[config.mk]
export PLATFORM = sky130hd
export DESIGN_NAME = muldiv_seq
export DESIGN_NICKNAME = d
export VERILOG_FILES = /design/src/rtl/muldiv_seq.sv
export SDC_FILE = /design/constraint.sdc
export NUM_CORES = 1
export LEC_CHECK = 0
export BUFFER_PORTS_ARGS = -buffer_cell sky130_fd_sc_hd__clkbuf_2
export CORE_UTILIZATION = 63
export DETAILED_ROUTE_END_ITERATION = 16
export PLACE_DENSITY = 0.82
export SYNTH_ARGS = -nofsm -noshare
export SYNTH_HDL_FRONTEND = slang
export SYNTH_SLANG_ARGS = --single-unit
[constraint.sdc]
create_clock -name clk -period 4.5 [get_ports clk]
set_input_delay 0.675 -clock clk [delete_from_list [all_inputs] [get_ports clk]]
set_output_delay 0.675 -clock clk [all_outputs]
set_load 0.02 [all_outputs]
[src/rtl/muldiv_seq.sv]
// Iterative RV32M multiply/divide sequencer.
// Radix-2 shift-add multiply or restoring divide over XLEN cycles on operand
// magnitudes; the sign is applied once in FIX. Divide-by-zero and signed
// overflow are resolved at accept and skip straight to DONE.
module muldiv_seq #(
  parameter int XLEN = 32
) (
  input  logic            clk,
  input  logic            reset,
  input  logic            valid_i,
  input  logic [2:0]      funct3_i,
  input  logic [XLEN-1:0] rs1_i,
  input  logic [XLEN-1:0] rs2_i,
  input  logic            kill_i,
  output logic            ready_o,
  output logic            busy_o,
  output logic            done_o,
  output logic [XLEN-1:0] result_o
);
  localparam int CW = $clog2(XLEN);

  typedef enum logic [1:0] {IDLE, CALC, FIX, DONE} state_t;

  state_t              state, state_nxt;
  logic [CW-1:0]       cnt;
  logic [2:0]          op;
  logic                neg;
  // Multiplicand (multiply) or divisor (divide), as a magnitude.
  logic [XLEN-1:0]     opnd;
  // Multiply: {product hi, product lo / remaining multiplier bits}.
  // Divide:   {remainder, quotient / remaining dividend bits}.
  logic [2*XLEN-1:0]   acc, acc_nxt;

  logic                accept, is_div, sgn_a, sgn_b, neg_a, neg_b;
  logic                div_zero, div_ovf, special;
  logic [XLEN-1:0]     mag_a, mag_b, special_res, fix_res;
  logic [XLEN:0]       sum, sh, diff;
  logic [2*XLEN-1:0]   prod;

  // kill_i in IDLE suppresses an accept in the same cycle.
  assign accept   = (state == IDLE) && valid_i && !kill_i;
  assign is_div   = funct3_i[2];
  assign sgn_a    = (funct3_i == 3'b001) || (funct3_i == 3'b010) ||
                    (funct3_i == 3'b100) || (funct3_i == 3'b110);
  assign sgn_b    = (funct3_i == 3'b001) || (funct3_i == 3'b100) ||
                    (funct3_i == 3'b110);
  assign neg_a    = sgn_a && rs1_i[XLEN-1];
  assign neg_b    = sgn_b && rs2_i[XLEN-1];
  assign mag_a    = neg_a ? -rs1_i : rs1_i;
  assign mag_b    = neg_b ? -rs2_i : rs2_i;
  assign div_zero = is_div && (rs2_i == '0);
  assign div_ovf  = is_div && !funct3_i[0] && (rs2_i == '1) &&
                    (rs1_i == {1'b1, {(XLEN-1){1'b0}}});
  assign special  = div_zero || div_ovf;
  // funct3[1] distinguishes REM* from DIV*.
  assign special_res = div_zero ? (funct3_i[1] ? rs1_i : '1)
                                : (funct3_i[1] ? '0 : rs1_i);

  // State register
  always_ff @(posedge clk) begin
    if (reset) state <= IDLE;
    else       state <= state_nxt;
  end

  // Next-state logic; kill aborts any busy state back to IDLE
  always_comb begin
    state_nxt = state;
    case (state)
      IDLE: if (accept) state_nxt = special ? DONE : CALC;
      CALC: if (kill_i) state_nxt = IDLE;
            else if (cnt == '0) state_nxt = FIX;
      FIX:  state_nxt = kill_i ? IDLE : DONE;
      DONE: state_nxt = IDLE;
      default: state_nxt = IDLE;
    endcase
  end

  // Handshake outputs; a kill in DONE swallows the done pulse
  always_comb begin
    ready_o = (state == IDLE);
    busy_o  = (state != IDLE);
    done_o  = (state == DONE) && !kill_i;
  end

  // One iteration of shift-add multiply or restoring divide
  always_comb begin
    sum  = {1'b0, acc[2*XLEN-1:XLEN]} + (acc[0] ? {1'b0, opnd} : '0);
    sh   = {acc[2*XLEN-1:XLEN], acc[XLEN-1]};
    diff = sh - {1'b0, opnd};
    if (op[2])
      acc_nxt = diff[XLEN] ? {sh[XLEN-1:0],   acc[XLEN-2:0], 1'b0}
                           : {diff[XLEN-1:0], acc[XLEN-2:0], 1'b1};
    else
      acc_nxt = {sum, acc[XLEN-1:1]};
  end

  // Sign fix-up and result select
  always_comb begin
    prod = neg ? -acc : acc;
    case (op)
      3'b000:                 fix_res = prod[XLEN-1:0];
      3'b001, 3'b010, 3'b011: fix_res = prod[2*XLEN-1:XLEN];
      3'b100, 3'b101:         fix_res = neg ? -acc[XLEN-1:0] : acc[XLEN-1:0];
      default:                fix_res = neg ? -acc[2*XLEN-1:XLEN] : acc[2*XLEN-1:XLEN];
    endcase
  end

  // Operand latch at accept, iteration in CALC, result write on FIX->DONE
  always_ff @(posedge clk) begin
    if (reset) begin
      cnt      <= '0;
      op       <= '0;
      neg      <= 1'b0;
      opnd     <= '0;
      acc      <= '0;
      result_o <= '0;
    end else if (accept) begin
      op   <= funct3_i;
      neg  <= (funct3_i == 3'b110) ? neg_a : (neg_a ^ neg_b);
      cnt  <= CW'(XLEN-1);
      opnd <= is_div ? mag_b : mag_a;
      acc  <= {{XLEN{1'b0}}, (is_div ? mag_a : mag_b)};
      if (special) result_o <= special_res;
    end else if (state == CALC) begin
      acc <= acc_nxt;
      cnt <= cnt - 1'b1;
    end else if (state == FIX && !kill_i) begin
      result_o <= fix_res;
    end
  end
endmodule

==> impl_metrics.toml, run 1 <==
[run_status]
outcome = "finished clean"

[finish]
area_growth_pct = 8.73
num-fill-cells = 1998
diodes = 0
final_net_count = 2281
design_area_sq_um = 16000
layout-drive-gt1-share_pct = 10.7

[worst_hold_path]
min_from = "opnd[9]"
hold_class = "reg2reg"

[floorplanning]
coreArea_sq_um = 22800
row_count = 55
io_pins = 106
initial_core_util_pct = 64.8
die_area_sq_um = 24000
dieHeight_microns = 155
fp.dieW_microns = 155

[routing]
drt_wl_total_mm = 53.7
first_pass_iters = 6
ant_nets = 0
drtIter0Drc = 2075
wl_per_cell_microns = 21.8
vias = 16500
drt-vias-per-instance = 6.69
drc = 0

[timing]
finalSetupTns_ns = 0
clock_skew_ns = 0.0173
worstMarginPinSlew_ns = 0.909
slew_headroom_pct = 39.4
report.final.slew_viol_count = 0
finalCritPeriodShare_pct = 90.2
fmax_mhz = 246
setup_violations = 0
fin_crit_ns = 4.06
whs_ns = 0.454
rsz0062_at_grt = "no"
finalHoldViolCount = 0

[placement]
placed_area_sq_um = 15400
hpwl_mm = 40.7
place.gp.congestion = 1.04
portBuffers = 105

[clock_network]
clk-insertion-delay-late_ns = 0.44
cts_resized = 0
postCtsSetupRepairBufs = 0
cts.root.buffer_cell = "clkbuf_16"
clock-sinks = 139
cts_buffer_depth = 2
cts_tree = "done"
htreeDepth = 4
cts_buffers = 17
hold_buffers = 0
clk_pin_slew_worst_paths_ns = 0.07

[critical_path]
crit_fanout = 35
cp_top_family = "compound AO/OA/AOI/OAI gates"
critical_path_class = "reg2reg"
endpoint_kind = "register"
r2r_start = "acc[31]"
slowest_delay_ns = 0.47
critPathRequiredTime_ns = 4.83
path_cells = "inv_1, ha_1, fa_1, nand2b_1, a21oi_1, o21bai_1, o211ai_1, a21oi_1, mux2i_1, nand2_1, buf_12, mux2i_1, o2111a_1, a31o_2"
crit_start = "acc[31]"
cp.arrival_ns = 4.39
critical_path.startpoint_type = "register"
cpMaxStageDelayCell = "dfxtp_1"
critPathBufInv = 2

[yosys]
synth_top_flop_cell = "dfxtp_1"
syn_area_sq_um = 14800
netlist-cell-type-count = 80
async_flop_share_pct = 0
avgSynthCellArea_sq_um = 6.91
postSynthCellCount = 2136
synth-seq-area-share_pct = 18.9
synth_seq_cells = 139
synth_edf_count = 0
syn-num-nets = 2280
ys_warn_count = 0
synthTopCellsByArea = "dfxtp_1 19%, a21oi_1 7.9%, nand2_1 6.3%, ha_1 6.0%, nor2_1 5.9%"
synth.top_cell.area_share_pct = 18.9
yosysTopAreaCell = "dfxtp_1"

[grt]
grt_overflow = 0
antenna_found_initial = 0
grt_max_degree = 90
grt_pass1_vias = 15200
grt_pass1_wl_mm = 83.8
grt_usage_pct = 44.8

[pwr]
vdd_ir_drop_max_uv = 219
power.density_nw_per_um2 = 289
p_leak_nw = 6.30

[job]
max_cap_violations = 0
## registers in the layout (all words and copies together) (netlist names)
register and count:
acc 64, neg 1, cnt 5, op 3
result_o 32, state 2, opnd 32
## routing by layer
layer | routed length [microns] | global-route usage (%)
met3 | 5490 | 7.47
met1 | 21000 | 56.7
met2 | 23400 | 70.6
met5 | 0 | 0
met4 | 3770 | 28.7
## synth_stat cells (all sizes together), types with 13 or more instances
| master | number |
|---|---|
| clkbuf | 151 |
| nand4 | 15 |
| o21ai | 156 |
| inv | 70 |
| buf | 15 |
| dfxtp | 139 |
| or3 | 16 |
| a31oi | 16 |
| a21oi | 233 |
| o22ai | 14 |
| xor2 | 90 |
| o41ai | 17 |
| nand2b | 21 |
| o211ai | 71 |
| or4 | 17 |
| xnor2 | 92 |
| a211oi | 55 |
| and3 | 14 |
| mux2i | 60 |
| nand2 | 247 |
| mux2 | 13 |
| nor2 | 232 |
| a21o | 33 |
| o31ai | 33 |
| nor3 | 38 |
| nor4 | 23 |
| ha | 71 |
| nand3 | 38 |
## power by group
part	leakage [nW]	internal, mW	switching [mW]
Clock	0.308	0.852	0.678
Sequential	1.13	1.29	0.102
Combinational	4.86	0.633	1.07
Total	6.30	2.78	1.85
## worst min-delay path: cells and delay by family (launching register included)
kind / cells / cell delay [ns]
and+or+nand+nor: 1 / 0.05
DFF: 1 / 0.31
AOI/OAI and AO/OA: 1 / 0.05
## layout by cell type, fill, tap and decap left out, types with 15 or more instances in the layout
cell	n
a21o_1	33
mux2i_1	60
clkbuf_16	17
nand4_1	15
ha_1	71
buf_4	42
a21oi_1	233
o41ai_1	17
clkbuf_2	104
nand2b_1	21
xor2_1	90
xnor2_1	92
nand2_1	247
o21ai_0	153
nor2_1	228
or4_1	15
nand3_1	38
nor3_1	37
or3_1	15
dfxtp_1	137
a211oi_1	55
inv_1	70
o31ai_1	32
nor4_1	23
a31oi_1	16
o211ai_1	71
## per-stage QoR
stage	std cells	power [mW]	utilization [%]	worst slack [ns]
2_1_floorplan	2136	2.56	-	1.12
3_3_place_gp	2431	3.03	67.7	0.485
3_5_place_dp	2431	3.06	67.7	0.358
4_1_cts	2463	4.57	70.4	0.531
5_1_grt	2463	4.82	70.4	0.169
6_report	2463	4.63	70.4	0.441
## final timing paths
check,to,cells past startpoint,slack [ns]
hold / removal,opnd[9],2,0.45
setup / recovery,acc[33],14,0.44
setup reg to reg,acc[33],14,0.44
hold reg to reg,opnd[9],2,0.45
## kinds of logic (layout without fill, tap and decap cells)
| kind of cell | Yosys count | count (layout) | share of synthesized area, % |
|---|---|---|---|
| AOI/OAI and AO/OA | 721 | 721 | 30.8 |
| xor gates and xnor gates | 182 | 182 | 10.8 |
| adders and majority gates | 73 | 73 | 6.29 |
| buffers and inverters | 237 | 251 | 6.11 |
| DFF | 139 | 139 | 18.9 |
| muxes | 73 | 73 | 5.06 |
| and+or+nand+nor | 711 | 711 | 22.0 |
## cell type report
type / instances / area [sq um] / area share, %
Inverter: 71 / 267 / 1.66
Sequential cell: 139 / 2790 / 17.4
Timing Repair Buffer: 148 / 876 / 5.46
Clock inverter: 15 / 194 / 1.21
Multi-Input combinational cell: 1760 / 11100 / 69.2
Tap cell: 313 / 392 / 2.44
Clock buffer: 17 / 425 / 2.65
No activity file was read; power rests on OpenSTA's default activity.
==> run 2: changes to the inputs <==
CORE_UTILIZATION = 57   (was 63)
CTS_CLUSTER_DIAMETER = 100   (was default)
PLACE_DENSITY = 0.78   (was 0.82)
clock period = 3.4 ns   (was 4.5 ns; I/O delays follow)
==> impl_metrics.toml, run 2 (synthesis results as in run 1) <==
[finish]
diodes = 0
mostFrequentLayoutCells = "245 x nand2_1, 226 x nor2_1, 225 x a21oi_1"
num-fill-cells = 2203
largest-register = "acc"
design_area_sq_um = 17500
post-route-util_pct = 69.2
final_common_cell = "nand2_1"
final_cells = 2628
final_net_count = 2429
largest_register_ffs = 64
layout-drive-gt1-share_pct = 18.4
top_regs = "acc (64), opnd (32), result_o (32)"
area_growth_pct = 18.4

[critical_path]
cpMaxStageDelayCell = "ha_1"
endpoint_kind = "register"
reg2regPathDepth = 14
cp_top_family = "compound AO/OA/AOI/OAI gates"
critPathRequiredTime_ns = 3.77
critPathBufInv = 2
cp.arrival_ns = 3.76
slowest_delay_ns = 0.37
crit_fanout = 27
critical_path_class = "reg2reg"
path_common_cell = "a211oi_1"
critical_path.startpoint_type = "register"
critical_path_depth = 14
path_cells = "inv_2, buf_12, nor2_1, ha_1, a211oi_1, o21ai_0, a211oi_1, a21oi_2, o211ai_1, nand2_2, a41oi_1, xnor2_1, mux2i_1, a21oi_1"

[timing]
worstMarginPinSlew_ns = 0.959
finalHoldViolCount = 0
slew_headroom_pct = 35.9
fmax_mhz = 295
fin_crit_ns = 3.39
setup_ws_ns = 0.0145
report.final.slew_viol_count = 0
finalCritPeriodShare_pct = 99.6
setup_violations = 0
rsz0062_at_grt = "yes"
clock_skew_ns = 0.0131

[clock_network]
htreeDepth = 4
cts.root.buffer_cell = "clkbuf_16"
clk_pin_slew_worst_paths_ns = 0.07
cts_tree = "done"
cts_buffer_depth = 2
clock-sinks = 139
hold_buffers = 0
cts_buffers = 17
clk-insertion-delay-late_ns = 0.44

[worst_hold_path]
hold_class = "in2reg"
whs_path_depth = 2

[pwr]
p_leak_nw = 7.08
p_total_mw = 6.43
power.density_nw_per_um2 = 368
vdd_ir_drop_max_uv = 297

[routing]
routed.top_layer = "met4"
drt-vias-per-instance = 6.56
route.met2.wl_mm = 26.1
first_pass_iters = 5
drt_wl_total_mm = 58.9
drc = 0
drtIter0Drc = 1860
met3_length_mm = 5.62
vias = 17200
ant_nets = 0
wl_met1_mm = 22.8
wl_per_cell_microns = 22.4

[placement]
placed_area_sq_um = 16600
portBuffers = 105
dp_cells = 2593
dp_slack_ns = -0.153
place.gp.congestion = 1.02
hpwl_mm = 44.7

[floorplanning]
dieHeight_microns = 163
coreArea_sq_um = 25300
row_count = 58
die_area_sq_um = 26500
io_pins = 106
fp.dieW_microns = 163
initial_core_util_pct = 58.4

[grt]
antenna_found_initial = 0
grt_pass1_vias = 15600
grt_overflow = 0
grt_max_degree = 103
grt_pass1_wl_mm = 88.4
grt_usage_pct = 43.4

[run_status]
outcome = "finished clean"

[job]
max_cap_violations = 0
run 2: cell types whose count changed in the layout (fill, tap and decap cells not counted), moves of 4 or more:
cell	change
buf_4	+140
a21oi_1	-8
a21oi_2	+8
buf_12	+5
inv_8	-5
o21ai_0	-5
o21ai_1	+4
o41ai_1	-4
run 2: layer usage:
metal / track usage (%) / up-vias
met5: 0 / -
met4: 27.7 / 0
met3: 7.49 / 218
met2: 69.1 / 1005
met1: 54.2 / 7999
li1: - / 8023
run 2: cell type report:
class | count | area (sq um) | share of cell area, %
Multi-Input combinational cell | 1760 | 11300 | 64.9
Sequential cell | 139 | 2790 | 16.0
Inverter | 71 | 267 | 1.53
Clock inverter | 14 | 135 | 0.773
Clock buffer | 18 | 439 | 2.51
Tap cell | 330 | 413 | 2.36
Timing Repair Buffer | 296 | 2090 | 11.9
run 2: final timing paths:
path / startpoint / end / slack, ns
worst max-delay path: acc[0] / acc[62] / 0.01
worst min-delay path: kill_i / state[0] / 0.40
worst max register to register: acc[0] / acc[62] / 0.01
worst min register to register: opnd[2] / opnd[2] / 0.45
run 2: power breakdown:
group,leakage [nW],total [mW],internal (mW),switching (mW)
combinational,5.67,2.73,1.10,1.63
clock,0.276,1.90,1.04,0.858
sequential,1.13,1.81,1.71,0.0978
run 2: metrics by stage:
stage / hold slack (ns) / TNS, ns
final: 0.403 / 0
after global routing: 0.423 / -0.142
after CTS: 0.398 / 0
after detailed placement: 0.445 / -1.05
after global placement: 0.439 / -0.502
after floorplan: 0.432 / 0
run 2: worst reg2reg max path, stage by stage (launching register included):
cell,delay [ns]
dfxtp_1,0.34
inv_2,0.16
buf_12,0.21
nor2_1,0.07
ha_1,0.37
a211oi_1,0.26
o21ai_0,0.21
a211oi_1,0.37
a21oi_2,0.14
o211ai_1,0.33
nand2_2,0.17
a41oi_1,0.29
xnor2_1,0.16
mux2i_1,0.10
a21oi_1,0.15
run 2: what timing repair did:
| action | CTS | global route |
|---|---|---|
| pin swaps | 3 | 7 |
| buffers inserted | 0 | 1 |
| setup endpoints to repair | 4 | 48 |
| resized for setup | 5 | 51 |
| cloned | 0 | 2 |
